File: src/rtl/reg_file_if.sv
// ============================================================================
// Module      : reg_file_if
// Description : Writeback, read-port and status signals of the register file.
// Revision    : 1.0 - initial release
// ============================================================================
`default_nettype none

interface reg_file_if #(
    parameter int DATA_W = 32,
    parameter int ADDR_W = 5
);
    logic              write;
    logic [ADDR_W-1:0] writing_address;
    logic [DATA_W-1:0] write_inp;
    logic [ADDR_W-1:0] rs_add;
    logic [ADDR_W-1:0] rt_add;
    logic [DATA_W-1:0] rs_data;
    logic [DATA_W-1:0] rt_data;
    logic              ready;

    modport master (
        output write,
        output writing_address,
        output write_inp,
        output rs_add,
        output rt_add,
        input  rs_data,
        input  rt_data,
        input  ready
    );

    modport slave (
        input  write,
        input  writing_address,
        input  write_inp,
        input  rs_add,
        input  rt_add,
        output rs_data,
        output rt_data,
        output ready
    );
endinterface

`default_nettype wire

File: src/rtl/reg_file.sv
// ============================================================================
// Module      : reg_file
// Description : MIPS general-purpose register file, two registered read ports,
//               r0 hardwired to zero, post-reset clearing sweep before ready.
//               Optional macro RF_BYPASS_EN: same-cycle write-through to reads.
// Revision    : 1.0 - initial release
// ============================================================================
`default_nettype none

module reg_file #(
    parameter int DATA_W   = 32,
    parameter int ADDR_W   = 5,
    parameter int NUM_REGS = 32
) (
    input  wire logic   clk,
    input  wire logic   rst_n,
    reg_file_if.slave   bus
);

    typedef enum logic [0:0] {
        ST_INIT = 1'b0,
        ST_RUN  = 1'b1
    } state_t;

    localparam logic [ADDR_W:0] c_LAST_IDX = (ADDR_W+1)'(NUM_REGS - 1);

    state_t            r_state;
    logic [ADDR_W:0]   r_init_cnt;
    logic              r_ready;
    logic [DATA_W-1:0] r_rs_data;
    logic [DATA_W-1:0] r_rt_data;
    logic [DATA_W-1:0] r_regs [NUM_REGS];

    state_t            w_state_nxt;
    logic [ADDR_W:0]   w_cnt_nxt;
    logic              w_ready_nxt;
    logic              w_clr_en;
    logic              w_wr_en;
    logic [DATA_W-1:0] w_rs_nxt;
    logic [DATA_W-1:0] w_rt_nxt;
    logic              w_wr_req;
    logic              w_rs_hit;
    logic              w_rt_hit;
    logic [DATA_W-1:0] w_rs_rd;
    logic [DATA_W-1:0] w_rt_rd;

    // A write request that would actually land (r0 is never written)
    assign w_wr_req = bus.write && (bus.writing_address != '0);

`ifdef RF_BYPASS_EN
    assign w_rs_hit = w_wr_req && (bus.writing_address == bus.rs_add);
    assign w_rt_hit = w_wr_req && (bus.writing_address == bus.rt_add);
`else
    assign w_rs_hit = 1'b0;
    assign w_rt_hit = 1'b0;
`endif

    assign w_rs_rd = (bus.rs_add == '0) ? '0 :
                     w_rs_hit           ? bus.write_inp : r_regs[bus.rs_add];
    assign w_rt_rd = (bus.rt_add == '0) ? '0 :
                     w_rt_hit           ? bus.write_inp : r_regs[bus.rt_add];

    always_comb begin
        w_state_nxt = r_state;
        w_cnt_nxt   = r_init_cnt;
        w_ready_nxt = r_ready;
        w_clr_en    = 1'b0;
        w_wr_en     = 1'b0;
        w_rs_nxt    = '0;
        w_rt_nxt    = '0;
        case (r_state)
            ST_INIT: begin
                w_clr_en    = 1'b1;
                w_cnt_nxt   = r_init_cnt + 1'b1;
                w_ready_nxt = 1'b0;
                if (r_init_cnt == c_LAST_IDX) begin
                    w_state_nxt = ST_RUN;
                    w_ready_nxt = 1'b1;
                end
            end
            ST_RUN: begin
                w_ready_nxt = 1'b1;
                w_wr_en     = w_wr_req;
                w_rs_nxt    = w_rs_rd;
                w_rt_nxt    = w_rt_rd;
            end
            default: begin
                w_state_nxt = ST_INIT;
                w_cnt_nxt   = '0;
                w_ready_nxt = 1'b0;
            end
        endcase
    end

    always_ff @(posedge clk) begin
        if (!rst_n) begin
            r_state    <= ST_INIT;
            r_init_cnt <= '0;
            r_ready    <= 1'b0;
            r_rs_data  <= '0;
            r_rt_data  <= '0;
        end else begin
            r_state    <= w_state_nxt;
            r_init_cnt <= w_cnt_nxt;
            r_ready    <= w_ready_nxt;
            r_rs_data  <= w_rs_nxt;
            r_rt_data  <= w_rt_nxt;
        end
    end

    // Storage has no reset of its own; the INIT sweep is what clears it
    always_ff @(posedge clk) begin
        if (rst_n) begin
            if (w_clr_en) begin
                r_regs[r_init_cnt[ADDR_W-1:0]] <= '0;
            end else if (w_wr_en) begin
                r_regs[bus.writing_address] <= bus.write_inp;
            end
        end
    end

    assign bus.rs_data = r_rs_data;
    assign bus.rt_data = r_rt_data;
    assign bus.ready   = r_ready;

endmodule

`default_nettype wire

File: src/flat_wrapper.sv
// flat-port wrapper written by rule: the top's interface ports become plain ports
module reg_file_flat 
#(
    parameter int DATA_W   = 32,
    parameter int ADDR_W   = 5,
    parameter int NUM_REGS = 32
)
  (clk, rst_n, bus_write, bus_writing_address, bus_write_inp, bus_rs_add, bus_rt_add, bus_rs_data, bus_rt_data, bus_ready);
  reg_file_if #(.DATA_W(DATA_W), .ADDR_W(ADDR_W)) bus_i ();
  input  wire logic clk;
  input  wire logic rst_n;
  input wire logic [$bits(bus_i.write)-1:0] bus_write;
  input wire logic [$bits(bus_i.writing_address)-1:0] bus_writing_address;
  input wire logic [$bits(bus_i.write_inp)-1:0] bus_write_inp;
  input wire logic [$bits(bus_i.rs_add)-1:0] bus_rs_add;
  input wire logic [$bits(bus_i.rt_add)-1:0] bus_rt_add;
  output wire logic [$bits(bus_i.rs_data)-1:0] bus_rs_data;
  output wire logic [$bits(bus_i.rt_data)-1:0] bus_rt_data;
  output wire logic [$bits(bus_i.ready)-1:0] bus_ready;
  assign bus_i.write = bus_write;
  assign bus_i.writing_address = bus_writing_address;
  assign bus_i.write_inp = bus_write_inp;
  assign bus_i.rs_add = bus_rs_add;
  assign bus_i.rt_add = bus_rt_add;
  assign bus_rs_data = bus_i.rs_data;
  assign bus_rt_data = bus_i.rt_data;
  assign bus_ready = bus_i.ready;
  reg_file #(.DATA_W(DATA_W), .ADDR_W(ADDR_W), .NUM_REGS(NUM_REGS)) u_core (.clk(clk), .rst_n(rst_n), .bus(bus_i));
endmodule
File: config.mk
export PLATFORM = sky130hd
export DESIGN_NAME = reg_file_flat
export DESIGN_NICKNAME = d
export VERILOG_FILES = /design/src/rtl/reg_file_if.sv /design/src/rtl/reg_file.sv /design/src/flat_wrapper.sv
export SDC_FILE = /design/constraint.sdc
export NUM_CORES = 1
export LEC_CHECK = 0
export CORE_MARGIN = 8
export CORE_UTILIZATION = 61
export DETAILED_ROUTE_END_ITERATION = 6
export MAX_ROUTING_LAYER = met4
export PLACE_DENSITY = 0.85
export SLEW_MARGIN = 40
export SYNTH_ARGS = -nofsm -noshare
export SYNTH_HDL_FRONTEND = slang
export SYNTH_SLANG_ARGS = --single-unit
File: constraint.sdc
create_clock -name clk -period 4.9 [get_ports clk]
set_clock_uncertainty 0.05 [all_clocks]
set_input_delay 0.98 -clock clk [delete_from_list [all_inputs] [get_ports clk]]
set_output_delay 0.98 -clock clk [all_outputs]
set_load 0.05 [all_outputs]
Word-level counts from Yosys, hierarchy flattened

Memories as Yosys holds them, arrays and structs flattened. A register that Yosys moved wholly into a read port is not among the register bits.
Cells that the tools add are included.

Add/subtract/negate cells: 1
Reductions and logical operators: 7
Equality and inequality tests: 1
Muxes and demuxes: 14
Bitwise logic cells: 2

Operator list:

| operator            | number |
|---|---|
| $mux 32             | 1 |
| $reduce_or 32->1    | 1 |
| $mux 1              | 11 |
| $logic_not 5->1     | 2 |
| $add 6x1->6 const B | 1 |
| $eq 6x5->1 const B  | 1 |
| $reduce_or 3->1     | 2 |
| $mux 5              | 1 |
| $reduce_bool 5->1   | 1 |
| $not 1->1           | 2 |
| $pmux 1 s2          | 1 |
| $logic_and 1x1->1   | 1 |

Memory bits (writable): 1,024
Memories: 1
Register bits: 8

Memories:

| memory        | depth | width | rd ports | clocked after memory_dff | write ports | line           | source |
|---|---|---|---|---|---|---|---|
| u_core.r_regs | 32    | 32    | 2        | 2                        | 1           | reg_file.sv:32 | `logic [DATA_W-1:0] r_regs [NUM_REGS];` |

Depth between registers and ports, before layout

Depth in word-level cells: 9
Gate-level depth with buffers: 9

Worst setup path before layout

OpenSTA, ideal clock, no wires.

Kind: input port to flip-flop
Start point: input port bus_writing_address[3]
End point: memory u_core.r_regs[11][0], enable pin
Path slack: 283 ps
Stages on the path: 5
Data required time: 4,389 ps
Arrival: 4,106 ps
Setup time: 461 ps
Path through: nor3_1 > a21o_1 > buf_2 > a21oi_1 > nor3_1

Cells in the longest elaborated chain, start to end: 9
Elaborated cells between the ends (all ways): 10
Classes of those cells: 7 x mux; 3 x reduce/logical

Ends and longest elaborated chain:

| what                                              | line               | source |
|---|---|---|
| start, declared                                   | flat_wrapper.sv:13 | `input wire logic [$bits(bus_i.writing_address)-1:0] bus_writing_address;` |
| $reduce_bool 5->1                                 | reg_file.sv:48     | `assign w_wr_req = bus.write && (bus.writing_address != '0);` |
| $logic_and 1x1->1                                 | reg_file.sv:48     |  |
| $mux 1                                            | reg_file.sv:71     | `case (r_state)` |
| $mux 1                                            | reg_file.sv:116    | `end else if (w_wr_en) begin` |
| $mux 1                                            | reg_file.sv:114    | `if (w_clr_en) begin` |
| $mux 1                                            | reg_file.sv:113    | `if (rst_n) begin` |
| $mux 1 (implied by the code)                      | reg_file.sv:117    | `r_regs[bus.writing_address] <= bus.write_inp;` |
| $reduce_or 32->1 (no source line)                 | n/a                |  |
| $mux 5 (no source line) or $mux 1 (tied branches) | n/a                |  |
| end, declared                                     | reg_file.sv:32     |  |

Several ways; a longest one is shown, not always the timed one.

Worst setup path in the final report

Start point: input port bus_writing_address[2]
End point: memory u_core.r_regs[22][7], enable pin

Same word-level chain as after synthesis.

==> flow_metrics.env <==
export IMPL_crit_fanout=32
export IMPL_clock_sinks=1095
export IMPL_synth_top_area_cell="edfxtp_1"
export IMPL_synth_top_area_share_pct=61.4
export IMPL_synth_edf_count=1024
export IMPL_synthTopCellsByArea="edfxtp_1 (61%), mux2i_1 (11%), mux4_2 (10%)"
export IMPL_hold_buffers=0
export IMPL_rsz0062_at_grt="no"
export IMPL_hold_violations=0
export IMPL_seq_area_frac_synth_pct=64.3
export IMPL_grt_pass1_vias=32800
export IMPL_hold_start="u_core.r_init_cnt[0]"
export IMPL_grtUsageMet1_pct=44.0
export IMPL_cts_root_buf="clkbuf_16"
export IMPL_die_x_um=302
export IMPL_die_y_um=302
export IMPL_core_rowCount=105
export IMPL_cts_resized=0
export IMPL_r2r_setup_slack_ns=1.64
export IMPL_yosysMostFrequentCell="edfxtp_1"
export IMPL_path_clk_slew_ns=0.06
export IMPL_core_region_area_um2=81700
export IMPL_start_util_pct=61.2
export IMPL_totalWireLength_um=158000
export IMPL_violations="DRC"
export IMPL_leakage_nw=18.1
export IMPL_p_per_area_nw_per_um2=344
export IMPL_clock_path_buffers=3
export IMPL_via_per_inst=7.64
export IMPL_ir_drop_v=0.000284
export IMPL_async_flop_share_pct=0
export IMPL_finalMaxSlewViolations=0
export IMPL_grt_use_met3_pct=10.6
export IMPL_synth_seq_cells=1095
export IMPL_htreeDepth=3
export IMPL_io_pins=115
export IMPL_max_freq_mhz=287
export IMPL_synth_area_per_cell_um2=16.9
export IMPL_die_area_um2=91500
export IMPL_nets=3146
export IMPL_drc=5
export IMPL_gp_congestion=0.934
export IMPL_layout_drive_gt1_share_pct=22.2
export IMPL_grt_usage_pct=35.2
export IMPL_maxCapViolCount=0
export IMPL_end_kind="flop"
export IMPL_cp_required_ns=5.15
export IMPL_ys_types=49
export IMPL_busiest_layer="met2"
export IMPL_drt_iter0_drc=5268
export IMPL_wire_per_inst_um=37.1
export IMPL_cts_tree="built"
export IMPL_antenna_found_initial=9
export IMPL_status="finished with violations"
export IMPL_area_delta_synth_final_pct=13.3
export IMPL_tightest_slew_ns=0.949
export IMPL_critPathLaunchType="input pin"
export IMPL_synthFlopType="edfxtp_1"
export IMPL_overflow=0
export IMPL_synth_area_um2=50000
export IMPL_cts_made_buffers=107
export IMPL_gr_usage_met2_pct=51.5
export IMPL_holdPathStages=2
export IMPL_synth_common_cells="edfxtp_1 (1024), mux2i_1 (553), mux4_2 (228)"
export IMPL_min_period_ns=3.49
export IMPL_nFillCells=4909
export IMPL_drtAntennaViolNets=0
export IMPL_io_buffers=114
export IMPL_grt_max_degree=105
export IMPL_critPathKind="in -> reg"
export IMPL_ff2ff_path_depth=5
export IMPL_fin_setup_tns_ns=0
export IMPL_cts_setup_buffers=0
export IMPL_vias=32600
export IMPL_post_place_ws_ns=0.815
export IMPL_timing_final_crit_share_pct=71.2
export IMPL_arrival_ns=3.74
export IMPL_hold_path_class="reg -> reg"
export IMPL_clk_latency_ns=0.68
export IMPL_synth_cells=2957
export IMPL_fin_ws_ns=1.41
export IMPL_setup_violations=0
export IMPL_synth_warnings=0
export IMPL_relSlewSlack_pct=36.6
export IMPL_timing_rr_start="u_core.r_state"
export IMPL_synth_nets=3008
export IMPL_drt_pass1_iter_count=7
export IMPL_crit_path_start="bus_writing_address[2]"
export IMPL_grt_pass1_wl_um=226000
export IMPL_dp_hpwl_um=95800
## power by group
group	total, mW	internal, mW	switching (mW)
sequential	10.1	10.1	0.0274
combinational	1.09	0.415	0.671
clock	8.26	4.68	3.58
## metal layers
metal	vias up	wire, um
met2	3186	70400
met5	-	0
met3	678	22700
met1	16200	53900
met4	0	11200
li1	12500	-
## state kept, by name, indices dropped and copies added (netlist names)
signal	cells
u_core.bus.rt_data	32
u_core.bus.rs_data	32
u_core.r_regs	1024
u_core.r_state	1
u_core.r_init_cnt	6
## critical path, stage by stage
cell and delay, ns:
clkdlybuf4s50_1 0.51, nor3_1 0.54, a21o_1 0.42, a32oi_1 0.33
clkbuf_2 0.25, nor2_4 0.09, buf_4 0.58
## area by class of cell
type                       instances  area (um^2)  share of cell area [%]
antenna                            8         20.0                  0.0353
clock buffer                     141         2880                    5.07
clock inverter                    62          644                    1.14
inverter                           4         15.0                  0.0265
multi-input combinational       1627        17000                    29.9
sequential                      1095        32200                    56.7
tap                             1070         1340                    2.36
timing repair buffer             260         2670                    4.71
## per-stage QoR
| step | hold slack [ns] | instance area (um^2) | util (%) | instances | power (mW) |
|---|---|---|---|---|---|
| 2_1_floorplan | 0.453 | 50000 | - | 2957 | 11.0 |
| 3_3_place_gp | 0.478 | 53100 | 64.9 | 4049 | 11.4 |
| 3_5_place_dp | 0.484 | 53100 | 65.0 | 4053 | 11.4 |
| 4_1_cts | 0.494 | 56700 | 69.3 | 4256 | 19.5 |
| 5_1_grt | 0.558 | 56700 | 69.4 | 4265 | 19.9 |
| 6_report | 0.486 | 56700 | 69.4 | 4267 | 19.5 |
## cell usage in the layout (no fill, tap or decap), types with 8 or more instances in the layout
cell type and instances:
clkdlybuf4s50_1 106, mux2i_1 553, a221oi_2 10, clkinv_1 13, dfxtp_1 71, nand4_1 66, nor3_2 8, a211oi_1 60
mux4_2 228, a221oi_1 22, and2_1 31, bufinv_16 10, nor2_4 27, mux2_2 86, diode_2 8, clkbuf_1 27
a22oi_1 180, o221ai_1 32, o22ai_1 33, nand3_1 77, edfxtp_1 1024, mux4_1 8, and2_2 9, clkbuf_16 107
buf_4 110, nand2_1 127, clkinv_2 23, buf_12 31
## cell families after synthesis
kind of cell             synth area share (%)
AND/OR/NAND/NOR                          3.84
AO/OA/AOI/OAI                            5.60
XOR/XNOR                               0.0525
buffers and inverters                    2.53
multiplexers                             23.7
adder cells (fa/ha/maj)                0.0250
flip-flops                               64.3
## worst paths after layout
check	to
setup / recovery	u_core.r_regs[22][7]
hold / removal	u_core.r_init_cnt[0]
setup reg to reg	u_core.r_regs[21][17]
hold reg to reg	u_core.r_init_cnt[0]
Power figures use the tool's default switching activity.
